### src/rtl/sevenseg_pkg.sv
// Seven-segment constants shared by the scan mux and its hex decoder.
// Patterns are active-low, bit 0 = segment a through bit 6 = segment g.
// No timing or flow control; constants and elaboration helpers only.
package sevenseg_pkg;

    localparam logic [6:0] SEG_BLANK = 7'h7F;

    localparam logic [6:0] SEG_0 = 7'b1000000;
    localparam logic [6:0] SEG_1 = 7'b1111001;
    localparam logic [6:0] SEG_2 = 7'b0100100;
    localparam logic [6:0] SEG_3 = 7'b0110000;
    localparam logic [6:0] SEG_4 = 7'b0011001;
    localparam logic [6:0] SEG_5 = 7'b0010010;
    localparam logic [6:0] SEG_6 = 7'b0000010;
    localparam logic [6:0] SEG_7 = 7'b1111000;
    localparam logic [6:0] SEG_8 = 7'b0000000;
    localparam logic [6:0] SEG_9 = 7'b0010000;
    localparam logic [6:0] SEG_A = 7'b0001000;
    localparam logic [6:0] SEG_B = 7'b0000011;  // lowercase b
    localparam logic [6:0] SEG_C = 7'b1000110;
    localparam logic [6:0] SEG_D = 7'b0100001;  // lowercase d
    localparam logic [6:0] SEG_E = 7'b0000110;
    localparam logic [6:0] SEG_F = 7'b0001110;

    // Index width that stays at least one bit wide for a single digit.
    function automatic int idx_width(input int n);
        return (n <= 1) ? 1 : $clog2(n);
    endfunction

endpackage

### src/rtl/sevenseg_scan_mux_if.sv
// Digit data in, anode/segment pins out, for the seven-segment scanner.
// Latency is owned by the scanner (one registered stage).
// No backpressure: inputs are sampled live every cycle.
interface sevenseg_scan_mux_if #(
    parameter int N_DIGITS = 4
);
    logic [4*N_DIGITS-1:0] digits;
    logic [N_DIGITS-1:0]   dp_in;
    logic [N_DIGITS-1:0]   blank;
    logic [3:0]            bright;
    logic [N_DIGITS-1:0]   an;
    logic [6:0]            seg;
    logic                  dp;

    modport master (
        output digits, dp_in, blank, bright,
        input  an, seg, dp
    );

    modport slave (
        input  digits, dp_in, blank, bright,
        output an, seg, dp
    );
endinterface

### src/rtl/sevenseg_hex_decoder.sv
// Hex nibble to active-low seven-segment pattern, full 0-F.
// Latency: combinational.  Backpressure: none.
module sevenseg_hex_decoder
    import sevenseg_pkg::*;
(
    input  logic [3:0] nib,
    output logic [6:0] pat
);
    always_comb begin
        pat = SEG_BLANK;
        case (nib)
            4'h0: pat = SEG_0;
            4'h1: pat = SEG_1;
            4'h2: pat = SEG_2;
            4'h3: pat = SEG_3;
            4'h4: pat = SEG_4;
            4'h5: pat = SEG_5;
            4'h6: pat = SEG_6;
            4'h7: pat = SEG_7;
            4'h8: pat = SEG_8;
            4'h9: pat = SEG_9;
            4'hA: pat = SEG_A;
            4'hB: pat = SEG_B;
            4'hC: pat = SEG_C;
            4'hD: pat = SEG_D;
            4'hE: pat = SEG_E;
            4'hF: pat = SEG_F;
            default: pat = SEG_BLANK;
        endcase
    end
endmodule

### src/rtl/sevenseg_scan_mux.sv
// N-digit time-multiplexed seven-segment driver with per-digit dp and blanking.
// Latency: 1 clk from any input or digit-index change to the registered pins.
// Backpressure: none; SEVENSEG_DIM_EN adds PWM brightness within each slot.
module sevenseg_scan_mux
    import sevenseg_pkg::*;
#(
    parameter int N_DIGITS = 4,
    parameter int DIV_LOG2 = 13
) (
    input logic                clk,
    input logic                rst,
    sevenseg_scan_mux_if.slave bus
);
    localparam int             IW       = idx_width(N_DIGITS);
    localparam logic [IW-1:0]  IDX_LAST = IW'(N_DIGITS - 1);

    logic [DIV_LOG2-1:0] cnt;
    logic [IW-1:0]       idx;
    logic [3:0]          nib;
    logic [6:0]          pat;
    logic [N_DIGITS-1:0] an_pat;
    logic                blank_sel;
    logic                dp_sel;
    logic                pwm_ok;
    logic                on;

    // Explicit wrap keeps non-power-of-two digit counts off unused indices.
    always_ff @(posedge clk) begin
        if (rst) begin
            cnt <= '0;
            idx <= '0;
        end else begin
            cnt <= cnt + DIV_LOG2'(1);
            if (&cnt) begin
                idx <= (idx == IDX_LAST) ? '0 : idx + IW'(1);
            end
        end
    end

    always_comb begin
        nib       = 4'h0;
        blank_sel = 1'b0;
        dp_sel    = 1'b0;
        an_pat    = '1;
        for (int i = 0; i < N_DIGITS; i++) begin
            if (idx == IW'(i)) begin
                nib       = bus.digits[4*i +: 4];
                blank_sel = bus.blank[i];
                dp_sel    = bus.dp_in[i];
                an_pat[i] = 1'b0;
            end
        end
    end

    sevenseg_hex_decoder u_dec (
        .nib (nib),
        .pat (pat)
    );

`ifdef SEVENSEG_DIM_EN
    // Lit from the slot head for (bright+1)/16 of the slot.
    assign pwm_ok = (cnt[DIV_LOG2-1 -: 4] <= bus.bright);
`else
    assign pwm_ok = 1'b1;
`endif

    assign on = !blank_sel && pwm_ok;

    always_ff @(posedge clk) begin
        if (rst) begin
            bus.an  <= '1;
            bus.seg <= SEG_BLANK;
            bus.dp  <= 1'b1;
        end else begin
            bus.an  <= on ? an_pat : '1;
            bus.seg <= on ? pat : SEG_BLANK;
            bus.dp  <= on ? ~dp_sel : 1'b1;
        end
    end
endmodule

### src/flat_wrapper.sv
// flat-port wrapper written by rule: the top's interface ports become plain ports
module sevenseg_scan_mux_flat import sevenseg_pkg::*;
#(
    parameter int N_DIGITS = 4,
    parameter int DIV_LOG2 = 13
)
  (clk, rst, bus_digits, bus_dp_in, bus_blank, bus_bright, bus_an, bus_seg, bus_dp);
  sevenseg_scan_mux_if #(.N_DIGITS(N_DIGITS)) bus_i ();
  input logic clk;
  input logic rst;
  input wire logic [$bits(bus_i.digits)-1:0] bus_digits;
  input wire logic [$bits(bus_i.dp_in)-1:0] bus_dp_in;
  input wire logic [$bits(bus_i.blank)-1:0] bus_blank;
  input wire logic [$bits(bus_i.bright)-1:0] bus_bright;
  output wire logic [$bits(bus_i.an)-1:0] bus_an;
  output wire logic [$bits(bus_i.seg)-1:0] bus_seg;
  output wire logic [$bits(bus_i.dp)-1:0] bus_dp;
  assign bus_i.digits = bus_digits;
  assign bus_i.dp_in = bus_dp_in;
  assign bus_i.blank = bus_blank;
  assign bus_i.bright = bus_bright;
  assign bus_an = bus_i.an;
  assign bus_seg = bus_i.seg;
  assign bus_dp = bus_i.dp;
  sevenseg_scan_mux #(.N_DIGITS(N_DIGITS), .DIV_LOG2(DIV_LOG2)) u_core (.clk(clk), .rst(rst), .bus(bus_i));
endmodule
### config.mk
export PLATFORM = sky130hd
export DESIGN_NAME = sevenseg_scan_mux_flat
export DESIGN_NICKNAME = d
export VERILOG_FILES = /design/src/rtl/sevenseg_pkg.sv /design/src/rtl/sevenseg_scan_mux_if.sv /design/src/rtl/sevenseg_hex_decoder.sv /design/src/rtl/sevenseg_scan_mux.sv /design/src/flat_wrapper.sv
export SDC_FILE = /design/constraint.sdc
export NUM_CORES = 1
export LEC_CHECK = 0
export ABC_CLOCK_PERIOD_IN_PS = 3300
export BUFFER_PORTS_ARGS = -buffer_cell sky130_fd_sc_hd__buf_4
export CORE_MARGIN = 1.5
export CORE_UTILIZATION = 51
export CTS_BUF_LIST = sky130_fd_sc_hd__clkbuf_4 sky130_fd_sc_hd__clkbuf_8 sky130_fd_sc_hd__clkbuf_16
export DETAILED_ROUTE_END_ITERATION = 16
export PLACE_DENSITY = 0.81
export SYNTH_ARGS = -nofsm -noshare
export SYNTH_HDL_FRONTEND = slang
export SYNTH_HIERARCHICAL = 1
export SYNTH_SLANG_ARGS = --single-unit
### constraint.sdc
create_clock -name clk -period 3.3 [get_ports clk]
set_input_delay 0.66 -clock clk [delete_from_list [all_inputs] [get_ports clk]]
set_output_delay 0.66 -clock clk [all_outputs]
set_load 0.05 [all_outputs]
==> results of run 1 <==
[state kept, by name (all words and copies together) (netlist names)]
name            count
u_core/bus.dp       1
u_core/cnt         13
u_core/idx          2
u_core/bus.seg      7
u_core/bus.an       4
[worst max path at each step]
stage	startpoint	to	slack [ps]	depth (start not counted)
global placement	u_core/idx[0]	u_core/bus.seg[3]	400	10
finish	u_core/idx[0]	u_core/bus.seg[3]	440	10
floorplan	u_core/idx[1]	u_core/bus.seg[3]	380	11
CTS	u_core/idx[0]	u_core/bus.seg[3]	240	10
global route	u_core/idx[0]	u_core/bus.seg[3]	190	10
detailed placement	u_core/idx[0]	u_core/bus.seg[3]	250	10
[per-layer routing]
layer / part of all wire / vias up / wire (um) / track usage
met1: 0.41 / 616 / 1230 / 0.232
met2: 0.54 / 44 / 1650 / 0.370
met3: 0.034 / 4 / 104 / 0.0159
met5: 0 / - / 0 / 0
li1: - / 671 / - / -
met4: 0.016 / 0 / 48 / 0.0797
[worst reg2reg max path, stage by stage (launching register included)]
cell and delay (ps):
dfxtp_1 360, inv_1 120, ha_1 230, nor2b_1 280, a221oi_1 140, o31ai_2 400
inv_1 190, ha_1 310, inv_1 50, mux4_1 470, nand3b_1 170
[cells in the mapped netlist, drive strengths merged]
master  number  area [um^2]
nor3         2         10.0
and2b        1         8.76
nor2b        8         50.1
o211ai       2         15.0
ha          12          150
clkbuf       5         18.8
a22o         2         17.5
nand2b       2         12.5
xor2         2         17.5
mux2i        5         50.1
inv         10         37.5
mux2         5         56.3
a32o         1         10.0
mux4         1         26.3
nor4         3         18.8
a221o        1         10.0
dfxtp       27          541
o21ai        4         20.0
nand4        2         18.8
a221oi       5         43.8
xnor2        1         8.76
nand3        7         35.0
or3b         1         8.76
nand3b       9         67.6
nand2        9         33.8
or4          3         23.8
a21oi        9         45.0
buf          5         36.3
nor2        14         52.6
o31ai        7         52.6
or3          2         12.5
and2         1         6.26
[per-stage QoR]
step | hold slack (ps) | setup WS (ps) | area [um^2] | utilization
3_5_place_dp | 458 | 254 | 1810 | 0.652
2_1_floorplan | 430 | 381 | 1520 | -
6_report | 481 | 441 | 1850 | 0.665
5_1_grt | 528 | 193 | 1850 | 0.665
4_1_cts | 487 | 244 | 1840 | 0.663
3_3_place_gp | 439 | 404 | 1810 | 0.652
[cells by family (layout without fill, tap and decap cells)]
group	count (synthesis)	count (layout)	synth area share
fa+ha+maj	12	12	0.0991
xor+xnor	3	3	0.0173
buf+inv	20	56	0.0611
compound gates	31	31	0.141
mux	11	11	0.0875
simple gates	64	64	0.237
flops	27	27	0.357
[cells in the final DEF (no fill, tap or decap), types with 2 or more instances in the layout]
| master | n |
|---|---|
| nand2b_1 | 2 |
| nor2_1 | 14 |
| nor4_1 | 3 |
| o21ai_0 | 4 |
| nand3b_1 | 9 |
| a221oi_1 | 5 |
| o211ai_1 | 2 |
| clkbuf_4 | 4 |
| inv_1 | 10 |
| buf_4 | 42 |
| nand2_1 | 9 |
| ha_1 | 12 |
| dfxtp_1 | 27 |
| xor2_1 | 2 |
| mux2_2 | 5 |
| or4_1 | 2 |
| nor3_1 | 2 |
| nand3_1 | 7 |
| nor2b_1 | 8 |
| o31ai_1 | 6 |
| a22o_1 | 2 |
| mux2i_1 | 5 |
| or3_1 | 2 |
| a21oi_1 | 9 |
[power groups by stage]
stage | clock network [W] | registers (W) | logic, W
final | 0.000138 | 0.000341 | 0.000114
after global routing | 0.000160 | 0.000342 | 0.000124
after CTS | 0.000146 | 0.000341 | 0.000114
after detailed placement | 0 | 0.000348 | 0.000114
after global placement | 0 | 0.000347 | 0.000110
after floorplan | 0 | 0.000369 | 0.0000490
[cell type report]
class                      instances  area share
clock buffer                       4      0.0162
inverter                          10      0.0203
multi-input combinational        121       0.480
sequential                        27       0.292
tap                               31      0.0210
timing repair buffer              42       0.171
==> results.ini, run 1 <==
[status]
outcome = complete, no violations

[final_layout]
multi_input_area_um2 = 887
diodes = 0
fillCellCount = 247
final_cells = 235
nNetsFinal = 247
syn_to_final_growth_pct = 22.0
drive_above_1_share = 0.270
ff_latch_area_um2 = 541

[floorplanning]
fp-row-count = 19
die_x_um = 57.5
die_height_um = 57.5
io-pin-count = 42
dieArea_um2 = 3310
initial_core_util = 0.545
core_um2 = 2780

[clocking]
ctsHoldBuffers = 0
clockRootBuffer = clkbuf_4
cts_tree = yes
clk_latency_ps = 310
htreeDepth = 1
clkTransAtPathRegs_ps = 120
cts.sinks = 27
cts_resized = 0
cts_setup_buffers = 0
cts_buffers = 3
clockBufferDepth = 2

[worst_hold_path]
min-delay-start = u_core/cnt[0]
hold_path_depth = 1
hold_path_class = flip-flop to flip-flop
min_to = u_core/cnt[0]

[timing]
maxSlewViolCount = 0
worst_clock_skew_ps = 3.14
timing.slew.headroom = 0.466
post-route-period-util = 0.866
hold_viol_final = 0
rsz0062_at_grt = false
period_needed_ps = 2860
max_freq_ghz = 0.350
setup_tns_ps = 0
finalSetupViolations = 0
worst_pin_slew_ps = 800

[routing]
ant_nets = 0
drtIter0Drc = 37
wl_mm = 3.04
drc = 0
wire_per_inst_um = 12.9
via_per_inst = 5.68
firstDrtPassIters = 4
vias = 1335

[placement]
gp_congestion = 0.845
port_buffers = 37
dpl.cell_count = 231
place_hpwl_mm = 2.49

[setup_path]
required_ps = 3470
r2r_cells = 10
worst_path_most_repeated_cell = inv_1
cp_slowest_cell = mux4_1
worstReg2RegEnd = u_core/bus.seg[3]
cp.arrival_ps = 3030
critical_path.max_stage_delay_ps = 470
end_kind = flip-flop
startpoint_type = flip-flop
critPathBufInv = 3
crit_chain = inv_1 > ha_1 > nor2b_1 > a221oi_1 > o31ai_2 > inv_1 > ha_1 > inv_1 > mux4_1 > nand3b_1
rrSetupSlack_ps = 440
crit_type = flip-flop to flip-flop
crit_path_max_fanout = 5
crit_family = adder cells
r2r_start = u_core/idx[0]

[power]
p_leak_nw = 0.774
p_sw_frac = 0.250
power_density_nw_per_um2 = 320
p_total_w = 0.000592
pwr-share-comb = 0.192
p_sw_w = 0.000148
clock_power_share = 0.233
vdd_ir_drop_max_v = 0.000269
power_frac_seq = 0.575
p_int_w = 0.000444

[job]
maxCapViolations = 0

[global_routing]
grt_use_total = 0.199
grt_overflow = 0
grt_pass1_vias = 1240
grt_max_degree = 22
grt_first_pass_wirelength_mm = 5.15
grt_antenna_before_repair = 0

[synth]
seq_area_frac_synth = 0.357
ys_warn_count = 6
syn_nets = 210
synth_seq_cells = 27
synth.cell_area_um2 = 1520
synthCells = 168
synth.avg_cell_area_um2 = 9.02
ys_types = 36

Power figures use the tool's default switching activity.
==> run 2, diff against run 1 <==
- ABC_CLOCK_PERIOD_IN_PS: 3300 -> 2410
- CORE_UTILIZATION: 51 -> 46
- PLACE_DENSITY: 0.81 -> 0.77
- SYNTH_HIERARCHICAL: 1 -> not set
- clock period: 3.3 -> 2.41 ns (I/O delays scaled with it)
==> run 2 against run 1 <==
  * Synthesized cell count fell by 6.0%
  * Clock power rose by 57%
  * Count of clock-buffer cells in the layout shrank 1
  * Synthesized area is essentially flat
  * Fmax rose by 28%
==> results.ini, run 2 <==
[synth]
synth.cell_area_um2 = 1520  ; about the same
synth.avg_cell_area_um2 = 9.60  ; was 9.02 um^2
ys.flop_type = dfxtp_1  ; unchanged
synthTopCellsByCount = dfxtp_1, nand2_1, nor2_1  ; was dfxtp_1, nor2_1, ha_1
synth_seq_cells = 27  ; unchanged
synthCells = 158  ; was 168
yosysTopAreaCellShare = 0.356  ; was 0.357
ys_types = 49  ; was 36
synth_edf_count = 0  ; unchanged
seq_area_frac_synth = 0.356  ; was 0.357
ys_warn_count = 0  ; was 6
ys_top_cells_by_area = dfxtp_1, ha_1, xor2_1  ; was dfxtp_1, ha_1, nand3b_1
syn_nets = 199  ; was 210
synth_most_common_cell = dfxtp_1  ; unchanged
synth_async_sr_flop_share = 0  ; unchanged
synth_largest_area_cell = dfxtp_1  ; unchanged

[timing]
setup_tns_ps = 0  ; unchanged
max_freq_ghz = 0.447  ; was 0.350 GHz
hold_viol_final = 0  ; unchanged
setup_ws_ps = 173  ; was 441 ps
rsz0062_at_grt = false  ; unchanged
timing.slew.headroom = 0.631  ; was 0.466
post-route-period-util = 0.928  ; was 0.866
hold_slack_ps = 326  ; was 481 ps
maxSlewViolCount = 0  ; unchanged
finalSetupViolations = 0  ; unchanged
period_needed_ps = 2240  ; was 2860 ps
worst_pin_slew_ps = 554  ; was 800 ps
worst_clock_skew_ps = 12.6  ; was 3.14 ps

[routing]
wire_per_inst_um = 12.5  ; was 12.9 um
drc = 0  ; unchanged
via_per_inst = 5.19  ; was 5.68
vias = 1260  ; was 1335
ant_nets = 0  ; unchanged
wl_mm = 3.03  ; was 3.04 mm
firstDrtPassIters = 4  ; unchanged
drtIter0Drc = 28  ; was 37

[placement]
gp_congestion = 0.763  ; was 0.845
pre_cts_ws_ps = 110  ; was 254 ps
dpl.cell_count = 239  ; was 231
port_buffers = 37  ; unchanged
place_hpwl_mm = 2.37  ; was 2.49 mm

[clocking]
clk_latency_ps = 340  ; was 310 ps
cts_buffers = 3  ; unchanged
clkTransAtPathRegs_ps = 170  ; was 120 ps
clockRootBuffer = clkbuf_4  ; unchanged
clockBufferDepth = 2  ; unchanged
cts.sinks = 27  ; unchanged
htreeDepth = 1  ; unchanged
ctsHoldBuffers = 0  ; unchanged
cts_tree = yes  ; unchanged

[floorplanning]
initial_core_util = 0.489  ; was 0.545
dieArea_um2 = 3650  ; was 3310 um^2
die_x_um = 60.4  ; was 57.5 um
fp-row-count = 20  ; was 19
core_um2 = 3100  ; was 2780 um^2
die_height_um = 60.4  ; was 57.5 um
io-pin-count = 42  ; unchanged

[setup_path]
startpoint_type = flip-flop  ; unchanged
end_kind = flip-flop  ; unchanged
required_ps = 2630  ; was 3470 ps
crit_type = flip-flop to flip-flop  ; unchanged
crit_path_max_fanout = 5  ; unchanged
cp.arrival_ps = 2460  ; was 3030 ps

[power]
power_density_nw_per_um2 = 445  ; was 320 nW/um^2
vdd_ir_drop_max_v = 0.000285  ; was 0.000269 V
p_leak_nw = 0.817  ; was 0.774 nW

[job]
maxCapViolations = 0  ; unchanged

[global_routing]
grt_overflow = 0  ; unchanged
grt_max_degree = 18  ; was 22
grt_first_pass_wirelength_mm = 4.95  ; was 5.15 mm
grt_use_total = 0.177  ; was 0.199
grt_antenna_before_repair = 0  ; unchanged
grt_pass1_vias = 1224  ; was 1240

[final_layout]
syn_to_final_growth_pct = 23.9  ; was 22.0%
ff_latch_area_um2 = 543  ; was 541 um^2
drive_above_1_share = 0.337  ; was 0.270
diodes = 0  ; unchanged
fin_util = 0.606  ; was 0.665
multi_input_area_um2 = 890  ; was 887 um^2
largest_reg_flops = 13  ; unchanged
largestRegisters = u_core.cnt: 13 flops, u_core.bus.seg: 7 flops, u_core.bus.an: 4 flops  ; was u_core/cnt: 13 flops, u_core/bus.seg: 7 flops, u_core/bus.an: 4 flops
mostFrequentLayoutCells = buf_4, dfxtp_1, nand2_1, nor2_1, ha_1  ; was buf_4, dfxtp_1, nor2_1, ha_1, inv_1
layout_commonest_cell = buf_4  ; unchanged
fillCellCount = 272  ; was 247
largest-register = u_core.cnt  ; was u_core/cnt
final_cells = 243  ; was 235
nNetsFinal = 241  ; was 247

[worst_hold_path]
hold_path_class = input pin to flip-flop  ; was flip-flop to flip-flop

[status]
outcome = complete, no violations  ; unchanged

run 2: cell families (layout without fill, tap and decap cells):
kind of cell             Yosys count  after routing  synth area share
flip-flops                        27             27             0.356
multiplexers                       5              5            0.0347
AO/OA/AOI/OAI                     25             25             0.147
buffers and inverters             15             56            0.0569
adder cells (fa/ha/maj)           11             11            0.0908
XOR/XNOR                          10             10            0.0578
AND/OR/NAND/NOR                   65             65             0.257
run 2: routing by layer:
metal  track usage  vias up  wire [um]
met5             0        -          0
met4        0.0807        0         31
met3        0.0235        4        147
met2         0.331       32       1610
met1         0.198      587       1250
li1              -      637          -
run 2: power by group:
part / switching, W / total [W] / internal (W)
clock: 0.000149 / 0.000217 / 0.0000678
combinational: 0.0000841 / 0.000155 / 0.0000705
sequential: 0.00000548 / 0.000465 / 0.000460
total: 0.000239 / 0.000837 / 0.000598
run 2: per-stage QoR:
step,instance area [um^2],total power (W)
global placement,1850,0.000625
CTS,1880,0.000846
global route,1880,0.000874
floorplan,1520,0.000567
finish,1880,0.000837
detailed placement,1850,0.000629
run 2: layout make-up:
type / count / area share
well taps: 44 / 0.0293
clock inverters: 1 / 0.00466
inverters: 8 / 0.0160
multi-input cells: 116 / 0.473
flip-flops and latches: 27 / 0.289
repair buffers: 44 / 0.176
clock buffers: 3 / 0.0120
run 2: path summary, 6_finish.rpt:
check | slack (ps) | end | startpoint | depth (start not counted)
worst max register to register | 170 | u_core.bus.seg[5] | u_core.idx[0] | 10
worst min register to register | 460 | u_core.cnt[0] | u_core.cnt[0] | 1
worst min-delay path | 330 | u_core.bus.an[3] | bus_blank[3] | 3
worst max-delay path | 170 | u_core.bus.seg[5] | u_core.idx[0] | 10
run 2: worst max-delay path, cell delays in order (launching register included):
cell and delay, ps:
dfxtp_2 390, inv_1 70, ha_1 280, and2b_2 250, a22oi_1 190, a221oi_2 100, buf_4 160, ha_1 230
mux2_1 310, nand2_1 70, o211ai_1 90
run 2: timing repair:
action                     CTS  global route
setup buffers                0             0
resized for setup            0             2
setup endpoints to repair    0             3
